`config.mk`:
```
export PLATFORM = sky130hd
export DESIGN_NAME = div_pwm_mc
export DESIGN_NICKNAME = d
export VERILOG_FILES = /design/src/rtl/div_pwm_pkg.sv /design/src/rtl/div_pwm_mc_chan.sv /design/src/rtl/div_pwm_mc.sv
export SDC_FILE = /design/constraint.sdc
export NUM_CORES = 1
export LEC_CHECK = 0
export ABC_AREA = 1
export CAP_MARGIN = 40
export CELL_PAD_IN_SITES_DETAIL_PLACEMENT = 1
export CELL_PAD_IN_SITES_GLOBAL_PLACEMENT = 1
export CORE_MARGIN = 2
export CORE_UTILIZATION = 46
export CTS_BUF_LIST = sky130_fd_sc_hd__clkbuf_16
export DETAILED_ROUTE_END_ITERATION = 8
export PLACE_DENSITY = 0.91
export SYNTH_ARGS = -nofsm -noshare
export SYNTH_HDL_FRONTEND = slang
export SYNTH_SLANG_ARGS = --single-unit
```
`constraint.sdc`:
```
create_clock -name csi_clk -period 19.4 [get_ports csi_clk]
set_input_delay 3.88 -clock csi_clk [delete_from_list [all_inputs] [get_ports csi_clk]]
set_output_delay 3.88 -clock csi_clk [all_outputs]
set_load 0.05 [all_outputs]
```
`src/rtl/div_pwm_pkg.sv`:
```
// div_pwm_pkg: shared register map constants and address decode for div_pwm_mc.
// Optional feature macro: DIV_PWM_DUTY_EN (adds per-channel duty registers / PWM mode).
package div_pwm_pkg;

  localparam int CTRL_OFS   = 0;
  localparam int STATUS_OFS = 1;
  localparam int CH_BASE    = 2;
  localparam int CH_STRIDE  = 2;

  // Which per-channel register a channel-window address selects
  typedef enum logic {
    FIELD_PERIOD = 1'b0,
    FIELD_DUTY   = 1'b1
  } field_t;

  typedef struct packed {
    logic       hit;
    logic [2:0] idx;
    field_t     field;
  } chan_sel_t;

  // Map a word address onto a channel index and register field; hit=0 outside the channel window
  function automatic chan_sel_t decode_chan(input int addr, input int ch_num);
    chan_sel_t sel;
    int        rel;
    sel.hit   = 1'b0;
    sel.idx   = 3'd0;
    sel.field = FIELD_PERIOD;
    rel       = addr - CH_BASE;
    if (rel >= 0 && rel < CH_STRIDE * ch_num) begin
      sel.hit   = 1'b1;
      sel.idx   = 3'(rel / CH_STRIDE);
      sel.field = ((rel % CH_STRIDE) == 1) ? FIELD_DUTY : FIELD_PERIOD;
    end
    return sel;
  endfunction

endpackage

```
`src/rtl/div_pwm_mc_chan.sv`:
```
// div_pwm_chan: one divider/PWM channel with programmed registers, active shadows,
// counter and registered output. Optional feature macro: DIV_PWM_DUTY_EN
// (defined: PWM out = cnt < duty; undefined: output toggles at every wrap).
module div_pwm_chan
  import div_pwm_pkg::*;
#(
  parameter int CNT_W = 32
) (
  input  logic             csi_clk,
  input  logic             csi_reset,
  input  logic             enable,
  input  logic             wr_period,
  input  logic [CNT_W-1:0] wdata,
`ifdef DIV_PWM_DUTY_EN
  input  logic             wr_duty,
  output logic [CNT_W-1:0] duty,
`endif
  output logic [CNT_W-1:0] period,
  output logic             clk_out
);

  logic [CNT_W-1:0] cnt;
  logic [CNT_W-1:0] period_act;
`ifdef DIV_PWM_DUTY_EN
  logic [CNT_W-1:0] duty_act;
`endif

  // Programmed period register; the counter only sees it through the shadow
  always_ff @(posedge csi_clk or posedge csi_reset) begin
    if (csi_reset) begin
      period <= '0;
    end else if (wr_period) begin
      period <= wdata;
    end
  end

`ifdef DIV_PWM_DUTY_EN
  // Programmed duty register; loaded into the shadow only at a wrap or while disabled
  always_ff @(posedge csi_clk or posedge csi_reset) begin
    if (csi_reset) begin
      duty <= '0;
    end else if (wr_duty) begin
      duty <= wdata;
    end
  end
`endif

  // Counter, shadow reload at the wrap, and the registered output
  always_ff @(posedge csi_clk or posedge csi_reset) begin
    if (csi_reset) begin
      cnt        <= '0;
      period_act <= '0;
`ifdef DIV_PWM_DUTY_EN
      duty_act   <= '0;
`endif
      clk_out    <= 1'b0;
    end else if (!enable) begin
      cnt        <= '0;
      clk_out    <= 1'b0;
      period_act <= period;
`ifdef DIV_PWM_DUTY_EN
      duty_act   <= duty;
`endif
    end else begin
`ifdef DIV_PWM_DUTY_EN
      clk_out <= (cnt < duty_act);
`endif
      if (cnt == period_act) begin
        cnt        <= '0;
        period_act <= period;
`ifdef DIV_PWM_DUTY_EN
        duty_act   <= duty;
`else
        clk_out    <= ~clk_out;
`endif
      end else begin
        cnt <= cnt + 1'b1;
      end
    end
  end

endmodule

```
`src/rtl/div_pwm_mc.sv`:
```
// div_pwm_mc: multi-channel clock divider / PWM generator behind an Avalon-MM slave.
// Holds CTRL, address decode and the registered read mux; channels live in div_pwm_chan.
// Optional feature macro: DIV_PWM_DUTY_EN (per-channel DUTY registers and PWM output).
module div_pwm_mc
  import div_pwm_pkg::*;
#(
  parameter int CH_NUM = 4,
  parameter int CNT_W  = 32,
  parameter int ADDR_W = 4
) (
  input  logic              csi_clk,
  input  logic              csi_reset,
  input  logic              avs_chipselect,
  input  logic [ADDR_W-1:0] avs_address,
  input  logic              avs_write,
  input  logic [31:0]       avs_writedata,
  input  logic              avs_read,
  output logic [31:0]       avs_readdata,
  output logic [CH_NUM-1:0] coe_clk_out
);

  logic [CH_NUM-1:0]            ctrl;
  logic [CH_NUM-1:0][CNT_W-1:0] period_q;
  logic [CH_NUM-1:0]            wr_period;
`ifdef DIV_PWM_DUTY_EN
  logic [CH_NUM-1:0][CNT_W-1:0] duty_q;
  logic [CH_NUM-1:0]            wr_duty;
`endif
  logic                         wr_en;
  logic                         rd_en;
  int                           addr_int;
  chan_sel_t                    sel;
  logic [31:0]                  rd_next;

  assign wr_en    = avs_chipselect & avs_write;
  assign rd_en    = avs_chipselect & avs_read;
  assign addr_int = int'(avs_address);
  assign sel      = decode_chan(addr_int, CH_NUM);

  // Per-channel write strobes from the decoded address
  always_comb begin
    wr_period = '0;
`ifdef DIV_PWM_DUTY_EN
    wr_duty   = '0;
`endif
    for (int i = 0; i < CH_NUM; i++) begin
      if (wr_en && sel.hit && sel.idx == 3'(i)) begin
        if (sel.field == FIELD_PERIOD) begin
          wr_period[i] = 1'b1;
        end
`ifdef DIV_PWM_DUTY_EN
        else begin
          wr_duty[i] = 1'b1;
        end
`endif
      end
    end
  end

  // CTRL register: one enable bit per channel
  always_ff @(posedge csi_clk or posedge csi_reset) begin
    if (csi_reset) begin
      ctrl <= '0;
    end else if (wr_en && addr_int == CTRL_OFS) begin
      ctrl <= avs_writedata[CH_NUM-1:0];
    end
  end

  // Read mux: zero-extended register contents, unmapped addresses return 0
  always_comb begin
    rd_next = '0;
    if (addr_int == CTRL_OFS) begin
      rd_next[CH_NUM-1:0] = ctrl;
    end else if (addr_int == STATUS_OFS) begin
      rd_next[CH_NUM-1:0] = coe_clk_out;
    end else if (sel.hit) begin
      for (int i = 0; i < CH_NUM; i++) begin
        if (sel.idx == 3'(i)) begin
          if (sel.field == FIELD_PERIOD) begin
            rd_next[CNT_W-1:0] = period_q[i];
          end
`ifdef DIV_PWM_DUTY_EN
          else begin
            rd_next[CNT_W-1:0] = duty_q[i];
          end
`endif
        end
      end
    end
  end

  // Registered read data, held until the next read
  always_ff @(posedge csi_clk or posedge csi_reset) begin
    if (csi_reset) begin
      avs_readdata <= '0;
    end else if (rd_en) begin
      avs_readdata <= rd_next;
    end
  end

  for (genvar g = 0; g < CH_NUM; g++) begin : g_chan
    div_pwm_chan #(
      .CNT_W(CNT_W)
    ) u_chan (
      .csi_clk  (csi_clk),
      .csi_reset(csi_reset),
      .enable   (ctrl[g]),
      .wr_period(wr_period[g]),
      .wdata    (avs_writedata[CNT_W-1:0]),
`ifdef DIV_PWM_DUTY_EN
      .wr_duty  (wr_duty[g]),
      .duty     (duty_q[g]),
`endif
      .period   (period_q[g]),
      .clk_out  (coe_clk_out[g])
    );
  end

endmodule

```
==> run_results.csv, run 1 <==
group,metric,value,unit
final_layout,num-nets-final,2930,
power_and_ir_drop,share_comb_of_total_power,19.6,%
clock_network,cts_hold_buf,0,
hold_path,worst_hold_path_type,"reg -> reg",
power_and_ir_drop,ir_drop,68.4,uV
clock_network,cts_resized,0,
timing,clock_skew,25.3,ps
power_and_ir_drop,intPower,1.72,mW
setup_path,path_buf_inv,4,
final_layout,final_util,52.8,%
timing,fin_crit,6690,ps
timing,finalMaxSlewViolations,0,
logic_synthesis,synth_top_family_by_area,"simple AND/OR/NAND/NOR gates",
timing,finalSetupViolations,0,
logic_synthesis,synth_cells,2850,
clock_network,clock_sinks,424,
routing,wl,73800,microns
logic_synthesis,synthArstFlopShare,100,%
logic_synthesis,netlist_area,21800,sq um
setup_path,r2r_slack,16600,ps
floorplanning,die_h,222,microns
routing,drc,12,
floorplanning,start_util,46.6,%
clock_network,cts-root-buf,"clkbuf_16",
routing,drtIter0Drc,1814,
power_and_ir_drop,p_sw_share,33.5,%
setup_path,cpLargestDelayFamily,"simple AND/OR/NAND/NOR gates",
logic_synthesis,synth.area.mux_share,0,%
timing,hold_violations,0,
clock_network,cts_tree,"done",
logic_synthesis,yosysWarnings,0,
placement,hpwl,51200,microns
clock_network,clk_pin_slew,60,ps
timing,post-route-period-util,34.5,%
final_layout,layout-drive-gt1-share,5.48,%
clock_network,post-cts-setup-buffer-count,0,
logic_synthesis,yosys.area_share.simple,35.0,%
final_layout,fill_cells,5769,
setup_path,timing.rr.end,"g_chan[1].u_chan.period_act[15]",
logic_synthesis,seq_area_frac_synth,48.8,%
routing,vias_per_cell,5.66,
timing,rsz0062_at_grt,"no",
setup_path,cpMostUsedCell,"nand2_1",
logic_synthesis,synth_compound_area_share,3.90,%
global_route,grt_pass1_wl,119000,microns
setup_path,slowest_delay,680,ps
power_and_ir_drop,p_per_area,105,nW/um^2
placement,gp_congestion,0.924,
floorplanning,fp.dieW,222,microns
clock_network,h-tree-depth,2,
routing,route.detailed.wl_per_inst,20.9,microns
setup_path,critPathKind,"in -> reg",
logic_synthesis,ys_seq_elements,424,
run_status,violations,"design-rule violations",
power_and_ir_drop,p_sw,868,uW
run_status,outcome,"finished with violations",
floorplanning,ios,77,
timing,worst_pin_slew,894,ps
global_route,grt_max_degree,125,
logic_synthesis,synthFlopType,"dfrtp_1",
logic_synthesis,synth_nets,2898,
timing,max_freq,150,MHz
power_and_ir_drop,clkPwrFrac,36.8,%
global_route,grt_overflow_total,0,
floorplanning,rows,79,
setup_path,critical_path_arrival,7220,ps
placement,portBuffers,76,
setup_path,cp-end-kind,"register",
floorplanning,die_area,49100,sq um
flow_run,cap_viol_max_count,0,
hold_path,min_from,"avs_readdata[30]",
setup_path,reg2regPathDepth,11,
global_route,grt_pass1_vias,21100,
logic_synthesis,synth_xor_xnor_area_share,6.16,%
setup_path,cp-start-kind,"input pin",
power_and_ir_drop,p_leak,11.6,nW
clock_network,cts_buffers,47,
logic_synthesis,syn_avg_cell_area,7.64,sq um
logic_synthesis,ys_types,37,
logic_synthesis,synth-edff-count,0,
global_route,gr-usage-all-layers,30.4,%
setup_path,crit_chain,"clkdlybuf4s50_1, inv_1, nand2_2, nor2_1, ha_1, inv_2, nor2_4, nand2_1, nor2_4, inv_2, nand2_1, nand2_1, nand3_1, nand2_1, nand2_1",
floorplanning,core-area,46700,sq um
setup_path,worstPathMaxFanout,34,
clock_network,clk_path_buf_depth,3,
timing,timing.slew.headroom,40.4,%
timing,setup_tns,0,ps
final_layout,areaGrowthSynthToFinish,13.1,%
clock_network,clock_latency,600,ps
logic_synthesis,synthAdderAreaFrac,0.402,%
hold_path,min_to,"avs_readdata[30]",
setup_path,crit_required,19940,ps
routing,detail-route-antenna-nets,0,
routing,via_count,20000,
setup_path,crit_path_top_delay_cell,"nor2_4",
routing,first_pass_iters,7,
hold_path,holdPathStages,2,
power_and_ir_drop,seqPwrFrac,43.6,%
global_route,antenna_found_initial,1,
setup_path,reg2reg_from,"g_chan[1].u_chan.cnt[19]",
state kept, by name, indices dropped and copies added, names as in the netlist:
register / count
g_chan.u_chan.clk_out: 4
ctrl: 4
avs_readdata: 32
g_chan.u_chan.period_act: 128
g_chan.u_chan.period: 128
g_chan.u_chan.cnt: 128
metrics by stage:
stage | cells | power [mW] | hold slack, ps | area (sq um) | setup WS (ps)
floorplan | 2850 | 1.45 | 464 | 21800 | 3720
global placement | 3431 | 1.59 | 463 | 22800 | 12200
detailed placement | 3440 | 1.63 | 464 | 23000 | 12260
CTS | 3527 | 2.60 | 494 | 24600 | 12840
global route | 3527 | 2.70 | 517 | 24600 | 12450
finish | 3528 | 2.59 | 491 | 24600 | 12710
layer usage:
layer  share of wire [%]  vias to the layer above  GRT usage, %
li1                    -                     9066             -
met1                  42                    10100          40.5
met2                  48                      642          50.7
met3                 5.7                      173          3.75
met4                 3.9                        0          11.8
met5                   0                        -             0
area by class of cell:
| type | count | area [sq um] | area share (%) |
|---|---|---|---|
| antenna | 1 | 2.50 | 0.0102 |
| clock buffer | 47 | 1180 | 4.78 |
| clock inverter | 40 | 418 | 1.70 |
| inverter | 178 | 676 | 2.74 |
| multi-input combinational | 2132 | 9900 | 40.2 |
| sequential | 424 | 10600 | 43.1 |
| tap | 607 | 759 | 3.09 |
| timing repair buffer | 99 | 1080 | 4.37 |
power groups by stage:
stage,clock network (mW),logic [mW],registers [mW]
final,0.952,0.507,1.13
after global routing,0.994,0.561,1.14
after CTS,0.961,0.509,1.13
after detailed placement,0,0.495,1.14
after global placement,0,0.460,1.13
after floorplan,0,0.332,1.12
kinds of logic (layout without fill, tap and decap cells):
group	Yosys count	after routing
other cells	0	1
compound gates	167	167
flops	424	424
simple gates	1805	1805
fa+ha+maj	7	7
buf+inv	294	364
xor+xnor	153	153
worst reg2reg max path, delay by kind of cell, from the launching register on:
| family | cells | cell delay, ps |
|---|---|---|
| flops | 1 | 400 |
| buf+inv | 2 | 420 |
| simple gates | 9 | 1920 |
how the worst max path moves through the flow:
stage,start,to,slack (ps),depth (start not counted)
finish,avs_address[1],avs_readdata[14],12710,15
detailed placement,avs_address[1],avs_readdata[3],12260,17
floorplan,csi_reset,avs_readdata[0],3720,1
global route,avs_address[3],avs_readdata[3],12450,17
global placement,avs_address[3],g_chan[2].u_chan.period[21],12200,13
CTS,avs_address[1],avs_readdata[3],12840,17
synth_stat cells, types with 3 or more instances:
cell type  instances  area [sq um]
a21oi_1           16          80.1
buf_1              3          11.3
buf_2             47           235
buf_4             19           143
clkbuf_1          43           161
dfrtp_1          424         10600
ha_1               7          87.6
inv_1            174           653
inv_2              4          15.0
nand2_1          997          3740
nand2_2            7          43.8
nand2_4            7          78.8
nand3_1          292          1460
nand3b_1          12          90.1
nand4_1           22           138
nor2_1           330          1240
nor3_1            71           355
nor3b_1            9          67.6
o211ai_1           4          30.0
o21ai_0           77           385
o21ai_1           69           345
or2_0              5          31.3
or2_2             38           238
xnor2_1           98           858
xor2_1            55           482
layout by cell type (no fill, tap or decap), drive strengths merged, types with 2 or more instances in the layout:
cell and instances:
nand3 294, nor3 73, buf 23, nand3b 12, nand4 22, clkdlybuf4s50 76
xor2 55, ha 7, and2 2, nor3b 9, and3b 2, bufinv 8
o211ai 4, o21ai 146, dfrtp 424, clkinv 21, a21oi 16, nand2 1011
inv 185, or2 45, clkbuf 47, clkinvlp 4, xnor2 98, nor2 334
Note: power is estimated with default switching activity, not from simulation.
==> run 2, diff against run 1 <==
Clock period 19.4 ns to 6.68 ns, I/O delays scaled along.
==> run 2 against run 1 <==
The flow still finishes with violations (design-rule violations). Sequential share of layout area hardly changed. Clock skew hardly changed. Largest cell class unchanged. Worst hold slack gained 2.6 ps.
==> run_results.csv, run 2 (synthesis results as in run 1) <==
group,metric,value,unit
clock_network,cts_tree,"done",
setup_path,crit_path_top_delay_cell,"nor2_4",
global_route,grt_overflow_total,0,
placement,gp_congestion,0.966,
setup_path,path_buf_inv,3,
placement,portBuffers,76,
timing,clock_skew,25.8,ps
global_route,gr-usage-all-layers,30.5,%
final_layout,mostFrequentLayoutCells,"nand2_1 (996), dfrtp_1 (424), nor2_1 (330)",
timing,finalMaxSlewViolations,0,
timing,finalSetupViolations,0,
global_route,grt_pass1_vias,22100,
routing,wl_met2,35300,microns
placement,place_ws,2070,ps
timing,post-route-period-util,62.6,%
final_layout,final_common_cell,"nand2_1",
setup_path,cp-start-kind,"input pin",
clock_network,cts_hold_buf,0,
routing,drtIter0Drc,1823,
routing,highest_layer,"met4",
setup_path,worstPathMaxFanout,34,
power_and_ir_drop,p_per_area,308,nW/um^2
routing,first_pass_iters,8,
clock_network,cts-root-buf,"clkbuf_16",
final_layout,layout.area.seq,10600,sq um
floorplanning,start_util,46.6,%
run_status,outcome,"finished with violations",
timing,setup_tns,0,ps
final_layout,multi_input_area,9900,sq um
placement,hpwl,51500,microns
clock_network,cts_buffers,48,
setup_path,crit_chain,"clkdlybuf4s50_1, nor2_1, nand2_2, nor2_1, ha_1, inv_2, nor2_4, nand2_1, nor2_4, inv_2, nand2_1, nand2_1, nand2_1, nand2_1, nand2_1, nand2_1, nand2_1",
routing,via_count,20200,
routing,wl,74200,microns
setup_path,cp-end-kind,"register",
timing,hold_violations,0,
global_route,antenna_found_initial,0,
flow_run,cap_viol_max_count,0,
routing,drc,5,
final_layout,largestRegisters,"g_chan.u_chan.cnt x128, g_chan.u_chan.period x128, g_chan.u_chan.period_act x128",
final_layout,layout-drive-gt1-share,5.14,%
clock_network,clk_pin_slew,60,ps
routing,drt-met1-wl,30500,microns
routing,vias_per_cell,5.72,
setup_path,critPathKind,"in -> reg",
floorplanning,rows,79,
setup_path,crit_required,7200,ps
setup_path,slowest_delay,690,ps
routing,route.detailed.wl_per_inst,21.0,microns
floorplanning,die_h,222,microns
routing,dr_wl_met3,4420,microns
power_and_ir_drop,ir_drop,246,uV
routing,detail-route-antenna-nets,0,
floorplanning,fp.dieW,222,microns
final_layout,fill_cells,5766,
global_route,grt_max_degree,144,
timing,fin_crit,4180,ps
final_layout,design_area,24600,sq um
final_layout,areaGrowthSynthToFinish,13.0,%
floorplanning,ios,77,
placement,place_area,23000,sq um
clock_network,clock_sinks,424,
timing,rsz0062_at_grt,"no",
clock_network,cts_resized,0,
power_and_ir_drop,p_leak,11.6,nW
timing,postLayoutSetupSlackWorst,2500,ps
setup_path,cpLargestDelayFamily,"simple AND/OR/NAND/NOR gates",
timing,max_freq,239,MHz
setup_path,critical_path_arrival,4700,ps
power_and_ir_drop,p_total,7.57,mW
run_status,violations,"design-rule violations",
hold_path,worst_hold_path_type,"reg -> reg",
clock_network,h-tree-depth,2,
floorplanning,core-area,46700,sq um
clock_network,clock_latency,590,ps
timing,worst_pin_slew,892,ps
clock_network,post-cts-setup-buffer-count,0,
final_layout,diodes,0,
timing,timing.slew.headroom,40.5,%
global_route,grt_pass1_wl,120000,microns
setup_path,cpMostUsedCell,"nand2_1",
clock_network,clk_path_buf_depth,3,
final_layout,num-nets-final,2927,
floorplanning,die_area,49100,sq um
[run 2: changes by cell type in the layout (fill, tap and decap cells not counted), moves of 2 or more]
cell,delta
buf_12,+2
buf_16,-3
buf_4,-3
bufinv_16,+2
clkbuf_16,+2
clkinv_1,-3
clkinv_4,-3
clkinvlp_4,-2
inv_1,+11
inv_6,-4
[run 2: cell type report]
| type | instances | area share (%) |
|---|---|---|
| Inverter | 178 | 2.73 |
| Timing Repair Buffer | 95 | 4.11 |
| Sequential cell | 424 | 43.1 |
| Tap cell | 607 | 3.09 |
| Multi-Input combinational cell | 2132 | 40.3 |
| Clock buffer | 49 | 4.98 |
| Clock inverter | 39 | 1.70 |
[run 2: metrics by stage]
stage,hold WS [ps],std cells,utilization [%]
floorplan,464,2850,-
finish,493,3524,52.7
global route,527,3524,52.7
detailed placement,478,3436,49.2
global placement,465,3430,48.9
CTS,496,3524,52.7
[run 2: path summary, 6_finish.rpt]
kind	from	to	slack, ps	depth (start not counted)
max	avs_address[3]	avs_readdata[0]	2500	17
min	avs_readdata[28]	avs_readdata[28]	490	2
max reg2reg	g_chan[2].u_chan.cnt[21]	g_chan[2].u_chan.period_act[2]	3870	11
min reg2reg	avs_readdata[28]	avs_readdata[28]	490	2
max in group asynchronous	csi_reset	g_chan[2].u_chan.cnt[16]	4110	3
min in group asynchronous	csi_reset	g_chan[1].u_chan.cnt[30]	1220	2
[run 2: metal layers]
metal  vias up  global-route usage, %
met5         -                      0
met4         0                   15.8
met3       227                   4.28
met2       698                   50.9
met1     10200                   38.8
li1       9053                      -
[run 2: tightest hold or removal path, cell delays in order (launching register included)]
cell and delay [ps]:
dfrtp_1 350, nand2_1 50, nand2_1 60
[run 2: power breakdown]
part	switching [mW]	internal (mW)	total [mW]	leakage [nW]
clock network	1.11	1.71	2.82	0.854
registers	0.382	2.91	3.29	5.74
logic	0.981	0.482	1.46	5.03
